==> src/rtl/ahb_apb_pkg.sv <==
// Shared encodings, FSM state type and defaults for the AHB-to-APB bridge.
package ahb_apb_pkg;

    // AHB transfer types
    localparam logic [1:0] HTRANS_IDLE   = 2'b00;
    localparam logic [1:0] HTRANS_BUSY   = 2'b01;
    localparam logic [1:0] HTRANS_NONSEQ = 2'b10;
    localparam logic [1:0] HTRANS_SEQ    = 2'b11;

    // AHB responses
    localparam logic [1:0] HRESP_OKAY  = 2'b00;
    localparam logic [1:0] HRESP_ERROR = 2'b01;

    // Default memory map
    localparam logic [31:0] BASE_ADDR_DFLT   = 32'h8000_0000;
    localparam logic [31:0] REGION_SIZE_DFLT = 32'h0400_0000;

    // Slave front-end FSM states
    typedef enum logic [1:0] {
        ST_IDLE = 2'b00,
        ST_BUSY = 2'b01,
        ST_ERR1 = 2'b10,
        ST_ERR2 = 2'b11
    } slv_state_e;

    // True when a transfer of 8*2^hsize bits fits on a data bus of data_w bits.
    function automatic logic size_fits(input logic [2:0] hsize, input logic [31:0] data_w);
        return ((32'd8 << hsize) <= data_w);
    endfunction

endpackage

==> src/rtl/ahb_region_decode.sv <==
// Decodes an AHB address into NUM_SLAVES equal, contiguous APB regions.
module ahb_region_decode
    import ahb_apb_pkg::*;
#(
    parameter int                NUM_SLAVES  = 3,
    parameter int                ADDR_W      = 32,
    parameter logic [ADDR_W-1:0] BASE_ADDR   = ADDR_W'(BASE_ADDR_DFLT),
    parameter logic [ADDR_W-1:0] REGION_SIZE = ADDR_W'(REGION_SIZE_DFLT)
) (
    input  logic [ADDR_W-1:0]     addr_i,
    output logic                  hit_o,
    output logic [NUM_SLAVES-1:0] sel_o
);

    // Widened arithmetic so the upper bound of the map can never wrap.
    localparam int               EXT_W   = ADDR_W + 32;
    localparam int               SHIFT   = $clog2(REGION_SIZE);
    localparam logic [EXT_W-1:0] BASE_X  = EXT_W'(BASE_ADDR);
    localparam logic [EXT_W-1:0] LIMIT_X = BASE_X + (EXT_W'(NUM_SLAVES) * EXT_W'(REGION_SIZE));

    logic [EXT_W-1:0] addr_x_s;
    logic [EXT_W-1:0] offset_x_s;
    logic [EXT_W-1:0] index_x_s;

    assign addr_x_s   = EXT_W'(addr_i);
    assign offset_x_s = addr_x_s - BASE_X;
    assign index_x_s  = offset_x_s >> SHIFT;
    assign hit_o      = (addr_x_s >= BASE_X) && (addr_x_s < LIMIT_X);

    // One-hot region select; all zero on a miss.
    always_comb begin
        sel_o = {NUM_SLAVES{1'b0}};
        for (int i = 0; i < NUM_SLAVES; i++) begin
            if (hit_o && (index_x_s == EXT_W'(i))) begin
                sel_o[i] = 1'b1;
            end else begin
                sel_o[i] = 1'b0;
            end
        end
    end

endmodule

==> src/rtl/ahb_slave_if_p.sv <==
// AHB-Lite slave front end: region decode, address/data pipeline, wait
// states while the APB side is busy, and the two-cycle ERROR response.
module ahb_slave_if_p
    import ahb_apb_pkg::*;
#(
    parameter int                NUM_SLAVES  = 3,
    parameter int                ADDR_W      = 32,
    parameter int                DATA_W      = 32,
    parameter logic [ADDR_W-1:0] BASE_ADDR   = ADDR_W'(BASE_ADDR_DFLT),
    parameter logic [ADDR_W-1:0] REGION_SIZE = ADDR_W'(REGION_SIZE_DFLT),
    parameter int                TIMEOUT     = 16
) (
    input  logic                  Hclk,
    input  logic                  Hreset,
    input  logic                  Hwrite,
    input  logic                  Hreadyin,
    input  logic [1:0]            Htrans,
    input  logic [2:0]            Hsize,
    input  logic [ADDR_W-1:0]     Haddr,
    input  logic [DATA_W-1:0]     Hwdata,
    input  logic [DATA_W-1:0]     Prdata,
    input  logic                  xfer_done,
    output logic                  valid,
    output logic [ADDR_W-1:0]     Haddr1,
    output logic [ADDR_W-1:0]     Haddr2,
    output logic [DATA_W-1:0]     Hwdata1,
    output logic [DATA_W-1:0]     Hwdata2,
    output logic                  Hwritereg,
    output logic [NUM_SLAVES-1:0] tempselx,
    output logic [DATA_W-1:0]     Hrdata,
    output logic [1:0]            Hresp,
    output logic                  Hreadyout
);

    localparam int              CNT_W    = $clog2(TIMEOUT);
    localparam logic [CNT_W-1:0] CNT_LAST = CNT_W'(TIMEOUT - 1);

    slv_state_e             state_q, state_d;
    logic [CNT_W-1:0]       cnt_q, cnt_d;
    logic [ADDR_W-1:0]      haddr1_q, haddr2_q;
    logic [DATA_W-1:0]      hwdata1_q, hwdata2_q;
    logic                   hwrite_q;
    logic                   wdata_phase_q;
    logic                   active_s, hit_s, valid_s, bad_s;
    logic [NUM_SLAVES-1:0]  sel_s;
    logic                   hready_s;
    logic [1:0]             hresp_s;

    ahb_region_decode #(
        .NUM_SLAVES  (NUM_SLAVES),
        .ADDR_W      (ADDR_W),
        .BASE_ADDR   (BASE_ADDR),
        .REGION_SIZE (REGION_SIZE)
    ) u_decode (
        .addr_i (Haddr),
        .hit_o  (hit_s),
        .sel_o  (sel_s)
    );

    assign active_s = Hreadyin && ((Htrans == HTRANS_NONSEQ) || (Htrans == HTRANS_SEQ))
                      && (state_q == ST_IDLE);
    assign valid_s  = active_s && hit_s && size_fits(Hsize, 32'(DATA_W)) && !Hreset;
    assign bad_s    = active_s && !valid_s;

    assign valid     = valid_s;
    assign tempselx  = Hreset ? {NUM_SLAVES{1'b0}} : sel_s;
    assign Hrdata    = Prdata;
    assign Haddr1    = haddr1_q;
    assign Haddr2    = haddr2_q;
    assign Hwdata1   = hwdata1_q;
    assign Hwdata2   = hwdata2_q;
    assign Hwritereg = hwrite_q;
    assign Hreadyout = hready_s;
    assign Hresp     = hresp_s;

    // Next state, timeout counter and the HREADYOUT/HRESP response.
    always_comb begin
        state_d  = state_q;
        cnt_d    = cnt_q;
        hready_s = 1'b1;
        hresp_s  = HRESP_OKAY;
        case (state_q)
            ST_IDLE: begin
                cnt_d = {CNT_W{1'b0}};
                if (valid_s) begin
                    state_d = ST_BUSY;
                end else if (bad_s) begin
                    state_d = ST_ERR1;
                end else begin
                    state_d = ST_IDLE;
                end
            end
            ST_BUSY: begin
                hready_s = xfer_done;
                // Completion takes priority over a coincident timeout.
                if (xfer_done) begin
                    state_d = ST_IDLE;
                end else if (cnt_q == CNT_LAST) begin
                    state_d = ST_ERR1;
                end else begin
                    cnt_d = cnt_q + CNT_W'(1);
                end
            end
            ST_ERR1: begin
                hready_s = 1'b0;
                hresp_s  = HRESP_ERROR;
                state_d  = ST_ERR2;
            end
            ST_ERR2: begin
                hresp_s = HRESP_ERROR;
                state_d = ST_IDLE;
            end
            default: begin
                state_d = ST_IDLE;
                cnt_d   = {CNT_W{1'b0}};
            end
        endcase
    end

    // FSM state and timeout counter registers.
    always_ff @(posedge Hclk or posedge Hreset) begin
        if (Hreset) begin
            state_q <= ST_IDLE;
            cnt_q   <= {CNT_W{1'b0}};
        end else begin
            state_q <= state_d;
            cnt_q   <= cnt_d;
        end
    end

    // Address/direction pipeline, advanced only by accepted transfers.
    always_ff @(posedge Hclk or posedge Hreset) begin
        if (Hreset) begin
            haddr1_q      <= {ADDR_W{1'b0}};
            haddr2_q      <= {ADDR_W{1'b0}};
            hwrite_q      <= 1'b0;
            wdata_phase_q <= 1'b0;
        end else begin
            wdata_phase_q <= valid_s && Hwrite;
            if (valid_s) begin
                haddr1_q <= Haddr;
                haddr2_q <= haddr1_q;
                hwrite_q <= Hwrite;
            end else begin
                haddr1_q <= haddr1_q;
                haddr2_q <= haddr2_q;
                hwrite_q <= hwrite_q;
            end
        end
    end

    // Write-data pipeline, sampled in the data phase of an accepted write.
    always_ff @(posedge Hclk or posedge Hreset) begin
        if (Hreset) begin
            hwdata1_q <= {DATA_W{1'b0}};
            hwdata2_q <= {DATA_W{1'b0}};
        end else if (wdata_phase_q) begin
            hwdata1_q <= Hwdata;
            hwdata2_q <= hwdata1_q;
        end else begin
            hwdata1_q <= hwdata1_q;
            hwdata2_q <= hwdata2_q;
        end
    end

endmodule
==> config.mk <==
export PLATFORM = sky130hd
export DESIGN_NAME = ahb_slave_if_p
export DESIGN_NICKNAME = d
export VERILOG_FILES = /design/src/rtl/ahb_apb_pkg.sv /design/src/rtl/ahb_region_decode.sv /design/src/rtl/ahb_slave_if_p.sv
export SDC_FILE = /design/constraint.sdc
export NUM_CORES = 1
export LEC_CHECK = 0
export CAP_MARGIN = 0
export CORE_MARGIN = 2
export CORE_UTILIZATION = 44
export CTS_CLUSTER_DIAMETER = 50
export DETAILED_ROUTE_END_ITERATION = 8
export PLACE_DENSITY = 0.85
export SLEW_MARGIN = 10
export SYNTH_ARGS = -nofsm -noshare
export SYNTH_HDL_FRONTEND = slang
export SYNTH_SLANG_ARGS = --single-unit
==> constraint.sdc <==
create_clock -name Hclk -period 13.3 [get_ports Hclk]
set_clock_uncertainty 0.05 [all_clocks]
set_input_delay 2.66 -clock Hclk [delete_from_list [all_inputs] [get_ports Hclk]]
set_output_delay 2.66 -clock Hclk [all_outputs]
set_load 0.1 [all_outputs]
-- Word level (Yosys, flattened, before mapping)
Cells that the tools add are included.
- bits of input ports: 106
- register bits: 136
- output and inout port bits: 168
- logic and storage cells: 58
- reduce and logical (&&, ||, !) cells: 19
- multiplexer cells: 14
- shift-type cells: 1
- magnitude comparators: 3
- eq/ne operators: 11
- add/subtract/negate cells: 2
- operator list (operator ; count):
    64-bit logical NOT ; 1
    38-bit by 1-bit equality test with 1-bit output (second input constant) ; 1
    38-bit by 2-bit equality test with 1-bit output (second input constant) ; 1
    32-bit by 32-bit subtractor with 33-bit output (second input constant) ; 1
    32-bit greater-or-equal comparator (second input constant) ; 1
    32-bit by 6-bit <= comparator with 1-bit output (second input constant) ; 1
    32-bit less-than comparator (second input constant) ; 1
    4-bit by 3-bit << shifter with 32-bit output (first input constant) ; 1
    1-bit logical AND ; 11
    2-bit equality test (second input constant) ; 4
    2-bit 2-to-1 mux ; 4
    4-bit 2-to-1 mux ; 2
    2-bit one-hot mux with 4 select lines ; 1
    4-bit one-hot mux with 2 select lines ; 1
    4-bit by 1-bit adder with 4-bit output (second input constant) ; 1
    4-bit equality test (second input constant) ; 1
    1-bit 2-to-1 mux ; 4
    2-bit != test (second input constant) ; 2
    3-bit 2-to-1 mux ; 1
    3-bit != test (second input constant) ; 1
    3-bit AND reduction ; 1
    2-bit by 1-bit equality test with 1-bit output (second input constant) ; 1
    1-bit logical NOT ; 2
    2-bit logical NOT ; 1
    4 further kinds ; 4

-- Longest topological paths before layout
Gate-level depths: netlist of the first run.
- depth in word-level cells: 12
- mapped depth: 6
- gate-level depth less buffers: 4

-- Modules after synthesis
Synthesis of the first run repeated with hierarchy kept, for this count alone.
- cell total of the unflattened synthesis: 354
- area, all modules: 5781.8 um^2
- modules (own cells, without submodules) (module ; area an instance (um^2) ; times used ; cells each):
    ahb_slave_if_p ; 5733.0 ; 1 ; 349
    ahb_region_decode ; 48.8 ; 1 ; 5

-- Worst setup path after synthesis of the first run
OpenSTA, ideal clock, no wires.
- path kind: input port to output port
- start point: input port Haddr[30]
- end point: output port valid
- stages: 2
- arrival time: 6050 ps
- slack: 4540 ps
- cell sequence: or3b_2 nor4_1
- longest elaborated chain between the ends: 5
- elaborated cells on any way between the ends: 6
- classes of those cells: order compare (2); reduce/logical (4)
- RTL lines (what ; line ; source):
    from (decl) ; ahb_slave_if_p.sv:19 ; input logic [ADDR_W-1:0] Haddr,
    32-bit greater-or-equal comparator or 32-bit less-than comparator (tied branches) ; ahb_region_decode.sv:28 ; assign hit_o = (addr_x_s >= BASE_X) && (addr_x_s < LIMIT_X);
    1-bit logical AND * ; ahb_region_decode.sv:28 ;
    1-bit logical AND * (3 in a row) ; ahb_slave_if_p.sv:62 ; assign valid_s = active_s && hit_s && size_fits(Hsize, 32'(DATA_W)) && !Hreset;
    to (decl) ; ahb_slave_if_p.sv:23 ; output logic valid,
Every way passes the cells marked *; elsewhere a longest branch is shown, timed or not.

-- Final worst setup path of the first run
- start point: input port Hreset
- end point: output port valid
- longest elaborated chain between the ends: 2
- RTL lines (what ; line ; source):
    from (decl) ; ahb_slave_if_p.sv:14 ; input logic Hreset,
    1-bit logical NOT (no source line) ; n/a ;
    1-bit logical AND ; ahb_slave_if_p.sv:62 ;
No other way between the ends.

==> flow_metrics.py, run 1 <==
metrics = {
    "setup_path": {
        "crit_path_start_kind": "input pin",
        "crit_path_end_kind": "primary output",
        "rr_worst_depth": 4,
        "cp_max_fo": 3,
        "rrSetupSlack_ns": 11.07,
        "rr_startpoint": "state_q[1]",
        "reg2reg_to": "Haddr1[9]",
        "critPathKind": "in2out",
        "required_ns": 10.59,
        "critical_path_arrival_ns": 5.23,
    },
    "pwr": {
        "p_sw_w": 0.000296,
        "clock_power_share": 0.409,
        "swShare": 0.284,
        "power_frac_comb": 0.166,
        "p_int_w": 0.000748,
        "p_total_w": 0.00104,
        "pwr-share-seq": 0.425,
        "leakagePower_nw": 3.84,
        "ir_drop_v": 0.000155,
        "p_per_area_nw_per_um2": 129,
    },
    "timing": {
        "rsz0062_at_grt": "false",
        "max_freq_mhz": 126,
        "setup_viol": 0,
        "final.period_utilization": 0.597,
        "worst_slew_pin_slew_ns": 1.04,
        "setup_tns_ns": 0,
        "fin_crit_ns": 7.94,
        "setup_ws_ns": 5.36,
        "hold_violations": 0,
        "max_slew_margin": 0.308,
        "drv_slew": 0,
    },
    "clocking": {
        "cts_sinks": 136,
        "cts_htree_levels": 4,
        "cts_resized": 0,
        "postCtsSetupBuffers": 0,
        "root_buffer": "clkbuf_16",
        "clk_pin_slew_ns": 0.05,
        "clockBufferDepth": 2,
        "clk_latency_ns": 0.40,
        "postCtsHoldBufs": 0,
        "numCtsBuffers": 17,
        "cts_tree": "done",
    },
    "detailed_routing": {
        "dr.pass1.iters": 4,
        "met1_length_mm": 4.63,
        "totalWireLength_mm": 11.9,
        "drtAntennaViolNets": 0,
        "vias": 3550,
        "top_layer": "met4",
        "wl_met2_mm": 5.88,
        "met3WireLength_mm": 1.18,
        "viasPerCell": 4.91,
        "drt_iter0_markers": 192,
        "drc": 0,
        "wl_per_cell_um": 16.5,
    },
    "place": {
        "dp_slack_ns": 5.38,
        "dp_hpwl_mm": 8.54,
        "routabilityCongestion": 0.721,
        "port_buffers": 207,
    },
    "global_route": {
        "grt_pass1_vias": 3514,
        "grt_max_degree": 82,
        "grt_antenna_before_repair": 0,
        "grt_pass1_wl_mm": 17.6,
        "grt_use_total": 0.170,
        "grt.overflow.total": 0,
    },
    "floorplan": {
        "die_h_um": 117,
        "rows": 41,
        "io_pins": 274,
        "die_width_um": 117,
        "die-area_um2": 13600,
        "start_util": 0.447,
        "core_um2": 12500,
    },
    "logic_synthesis": {
        "yosys_warnings": 0,
        "synth_top_area_share": 0.609,
        "syn-cell-area_um2": 5590,
        "synthTopCellsByArea": "dfrtp_1, mux2_2, mux2_4, buf_4, mux2_1",
        "synth_edf_count": 0,
        "synth_largest_area_cell": "dfrtp_1",
        "synth_flop_cell": "dfrtp_1",
        "synth-seq-cells": 136,
        "syn_inst": 360,
        "synth_common_cells": "dfrtp_1, mux2_2, buf_4, mux2_4, clkbuf_1",
        "synthArstFlopShare": 1.00,
        "synth_fp_nets": 467,
        "syn_avg_cell_area_um2": 15.5,
        "yosysMostFrequentCell": "dfrtp_1",
        "yosysSeqAreaShare": 0.609,
        "synth_cell_types": 36,
    },
    "finish": {
        "fin_nets": 646,
        "fillCellCount": 931,
        "area.sequential_um2": 3400,
        "synthToLayoutAreaGrowth_pct": 44.8,
        "final_layout_size_suffix_gt1_frac": 0.279,
        "multi_input_area_um2": 1820,
        "n_antenna_cell": 0,
    },
    "min_path": {
        "whs_path_depth": 1,
        "hp-start": "Haddr1[31]",
        "whs_endpoint": "Haddr1[31]",
        "min_path_type": "reg2reg",
    },
    "outcome": {
        "status": "complete, no violations",
    },
    "job": {
        "cap_violations": 0,
    },
}
==> power groups by stage <==
stage / registers (W) / clock network (W) / logic (W)
CTS: 0.000443 / 0.000436 / 0.000175
finish: 0.000444 / 0.000427 / 0.000173
global placement: 0.000449 / 0 / 0.000171
global route: 0.000446 / 0.000458 / 0.000182
floorplan: 0.000503 / 0 / 0.000112
detailed placement: 0.000450 / 0 / 0.000174
==> how the worst max path moves through the flow <==
| stage | startpoint | endpoint | slack (ns) | cells past startpoint |
|---|---|---|---|---|
| 2_1_floorplan | Haddr[30] | valid | 4.54 | 2 |
| 3_3_place_gp | Hreset | valid | 5.45 | 4 |
| 3_5_place_dp | Hreset | valid | 5.38 | 4 |
| 4_1_cts | Hreset | valid | 5.36 | 4 |
| 5_1_grt | Hreset | valid | 5.33 | 4 |
| 6_report | Hreset | valid | 5.36 | 4 |
==> routing by layer <==
metal,vias to the layer above,global-route usage
li1,1602,-
met1,1759,0.193
met2,169,0.283
met3,20,0.0685
met4,0,0.0769
met5,-,0
==> state kept, by name, summed over array words and instances (netlist names) <==
register / cells
Haddr1: 32
Haddr2: 32
Hwdata1: 32
Hwdata2: 32
cnt_q: 4
state_q: 2
Hwritereg: 1
wdata_phase_q: 1
==> critical path, stage by stage <==
cell and delay (ns):
clkdlybuf4s50_1 0.48, or3b_2 0.50, nor4_1 0.38, clkdlybuf4s50_1 1.21
==> kinds of logic (layout without fill, tap and decap cells) <==
family	after synthesis	after routing	share of synthesized area
muxes	126	126	0.274
other	1	1	0.000671
and+or+nand+nor	27	27	0.0304
DFF	136	136	0.609
buffers and inverters	53	244	0.0647
adders and majority gates	1	1	0.00224
AOI/OAI and AO/OA	16	16	0.0193
==> cells in the final DEF (no fill, tap or decap), types with 3 or more instances in the layout <==
cell,n
mux2_2,90
and2_1,4
clkbuf_1,5
a21oi_1,5
buf_4,3
dfrtp_1,135
clkdlybuf4s50_1,207
nand2_1,5
clkinv_2,3
clkbuf_16,17
a31oi_1,3
mux2_4,30
mux2_1,5
nor3b_1,3
==> layout make-up <==
type,instances,area share
clock buffers,24,0.0583
well taps,172,0.0266
flip-flops and latches,136,0.421
clock inverters,7,0.00866
inverters,3,0.00170
multi-input cells,171,0.225
repair buffers,210,0.259
==> through the flow <==
stage / instance area (um^2) / std cells / hold WS, ns / utilization
after floorplan: 5590 / 360 / 0.461 / -
after global placement: 7550 / 692 / 0.421 / 0.603
after detailed placement: 7550 / 692 / 0.432 / 0.603
after CTS: 8090 / 723 / 0.443 / 0.647
after global routing: 8090 / 723 / 0.450 / 0.647
final: 8090 / 723 / 0.439 / 0.647
No activity file was read; power rests on OpenSTA's default activity.
==> run 2, diff against run 1 <==
--- a/config.mk
+++ b/config.mk
@@ -7,10 +7,10 @@
 export LEC_CHECK = 0
 export CAP_MARGIN = 0
 export CORE_MARGIN = 2
-export CORE_UTILIZATION = 44
+export CORE_UTILIZATION = 37
 export CTS_CLUSTER_DIAMETER = 50
 export DETAILED_ROUTE_END_ITERATION = 8
-export PLACE_DENSITY = 0.85
+export PLACE_DENSITY = 0.76
 export SLEW_MARGIN = 10
 export SYNTH_ARGS = -nofsm -noshare
 export SYNTH_HDL_FRONTEND = slang
==> constraint.sdc (replaced) <==
create_clock -name Hclk -period 7.3 [get_ports Hclk]
set_clock_uncertainty 0.05 [all_clocks]
set_input_delay 1.46 -clock Hclk [delete_from_list [all_inputs] [get_ports Hclk]]
set_output_delay 1.46 -clock Hclk [all_outputs]
set_load 0.1 [all_outputs]
==> run 2 against run 1 <==
Non-clock buffer count unchanged. Hold slack improved by 0.0026 ns. Register-to-register slack got worse by 6.0 ns. Utilization decreased by 9.1 points. Critical path depth unchanged. Global-route usage decreased by 1.4 points. Sequential power increased by 82%. Total power increased by 86%. Via count decreased by 0.17%. Critical endpoint unchanged.
==> flow_metrics.py, run 2 (same netlist as run 1, synthesis figures left out) <==
metrics = {
    "clocking": {
        "postCtsHoldBufs": 0,
        "clk_latency_ns": 0.41,
        "cts_sinks": 136,
        "numCtsBuffers": 17,
        "root_buffer": "clkbuf_16",
        "cts_htree_levels": 4,
        "clockBufferDepth": 2,
        "cts_resized": 0,
        "cts_tree": "done",
        "postCtsSetupBuffers": 0,
        "clk_pin_slew_ns": 0.06,
    },
    "global_route": {
        "grt_antenna_before_repair": 0,
        "grt_pass1_vias": 3770,
        "grt.overflow.total": 0,
        "grt_pass1_wl_mm": 19.6,
        "grt_use_total": 0.156,
        "grt_max_degree": 70,
    },
    "detailed_routing": {
        "drtAntennaViolNets": 0,
        "dr.pass1.iters": 4,
        "viasPerCell": 4.82,
        "totalWireLength_mm": 12.0,
        "vias": 3544,
        "drt_iter0_markers": 151,
        "wl_per_cell_um": 16.3,
        "drc": 0,
    },
    "finish": {
        "final_layout_size_suffix_gt1_frac": 0.290,
        "final_common_cell": "clkdlybuf4s50_1",
        "most-common-layout-cells": "clkdlybuf4s50_1, dfrtp_1, mux2_2, mux2_4, clkbuf_16",
        "synthToLayoutAreaGrowth_pct": 45.7,
        "stdcell_count": 736,
        "fillCellCount": 1160,
        "multi_input_area_um2": 1820,
        "n_antenna_cell": 0,
        "final_util": 0.556,
        "fin_nets": 646,
        "area.sequential_um2": 3400,
    },
    "timing": {
        "drv_slew": 0,
        "max_freq_mhz": 181,
        "max_slew_margin": 0.314,
        "final.period_utilization": 0.755,
        "worst_slew_pin_slew_ns": 1.03,
        "setup_viol": 0,
        "setup_tns_ns": 0,
        "hold_violations": 0,
        "worst_hold_slack_ns": 0.442,
        "fin_crit_ns": 5.51,
        "rsz0062_at_grt": "false",
    },
    "setup_path": {
        "cp_max_fo": 3,
        "critical_path_arrival_ns": 4.00,
        "cp_common_cell": "clkdlybuf4s50_1",
        "cpMaxStageDelayCell": "clkdlybuf4s50_1",
        "crit_path_end_kind": "primary output",
        "rr_worst_depth": 4,
        "crit_path_start_kind": "input pin",
        "cp_num_cells": 4,
        "slowest_delay_ns": 1.21,
        "critPathKind": "in2out",
        "cp_top_family": "buffers and inverters",
        "required_ns": 5.79,
        "path_buf_inv": 2,
        "cp_cell_sequence": "clkdlybuf4s50_1 > or3b_2 > nor4_1 > clkdlybuf4s50_1",
    },
    "pwr": {
        "p_total_w": 0.00194,
        "ir_drop_v": 0.000167,
        "leakagePower_nw": 3.84,
        "p_per_area_nw_per_um2": 239,
    },
    "floorplan": {
        "rows": 44,
        "die-area_um2": 16100,
        "io_pins": 274,
        "die_h_um": 127,
        "die_width_um": 127,
        "start_util": 0.382,
        "core_um2": 14600,
    },
    "place": {
        "dp_hpwl_mm": 8.34,
        "port_buffers": 207,
        "dp_cells": 704,
        "routabilityCongestion": 0.768,
    },
    "min_path": {
        "min_path_type": "reg2reg",
        "whs_path_depth": 1,
    },
    "job": {
        "cap_violations": 0,
    },
    "outcome": {
        "status": "complete, no violations",
    },
}
[run 2: cell types whose count changed in the layout (fill, tap and decap cells not counted)]
cell	previous run	this run
clkinv_4	1	3
clkinvlp_4	1	5
clkbuf_1	5	0
clkinv_2	3	2
inv_6	1	3
inv_4	1	0
[run 2: power by group]
| part | switching, W | total [W] | internal [W] |
|---|---|---|---|
| registers | 0.0000303 | 0.000809 | 0.000779 |
| logic | 0.000215 | 0.000315 | 0.0000994 |
| clock network | 0.000332 | 0.000820 | 0.000488 |
[run 2: area by class of cell]
| class | count | area share |
|---|---|---|
| Clock buffer | 19 | 0.0556 |
| Clock inverter | 13 | 0.0149 |
| Timing Repair Buffer | 210 | 0.257 |
| Sequential cell | 136 | 0.418 |
| Multi-Input combinational cell | 171 | 0.224 |
| Inverter | 3 | 0.00200 |
| Tap cell | 184 | 0.0283 |
[run 2: per-stage QoR]
step / setup slack [ns] / instance area [um^2]
3_3_place_gp: 1.81 / 7570
6_report: 1.79 / 8140
3_5_place_dp: 1.79 / 7570
4_1_cts: 1.77 / 8140
2_1_floorplan: 0.940 / 5590
5_1_grt: 1.68 / 8140
[run 2: final timing paths]
path / from / slack, ns / endpoint
min in group asynchronous: Hreset / 1.50 / state_q[0]
min reg2reg: Haddr2[3] / 0.44 / Haddr2[3]
min: Haddr2[3] / 0.44 / Haddr2[3]
max in group asynchronous: Hreset / 4.37 / Haddr1[21]
max: Hreset / 1.79 / valid
max reg2reg: state_q[1] / 5.06 / Haddr1[6]
[run 2: worst register-to-register path, cell delays in order (launching register included)]
cell and delay, ns:
dfrtp_1 0.52, and4bb_1 0.27, nand4_1 0.07, buf_4 0.75
mux2_2 0.46
[run 2: per-layer routing]
metal / wire length (um) / part of all wire / vias up / track usage
met4: 255 / 0.021 / 0 / 0.0711
li1: - / - / 1592 / -
met1: 5090 / 0.43 / 1747 / 0.194
met2: 5560 / 0.46 / 176 / 0.241
met3: 1070 / 0.089 / 29 / 0.0603
met5: 0 / 0 / - / 0
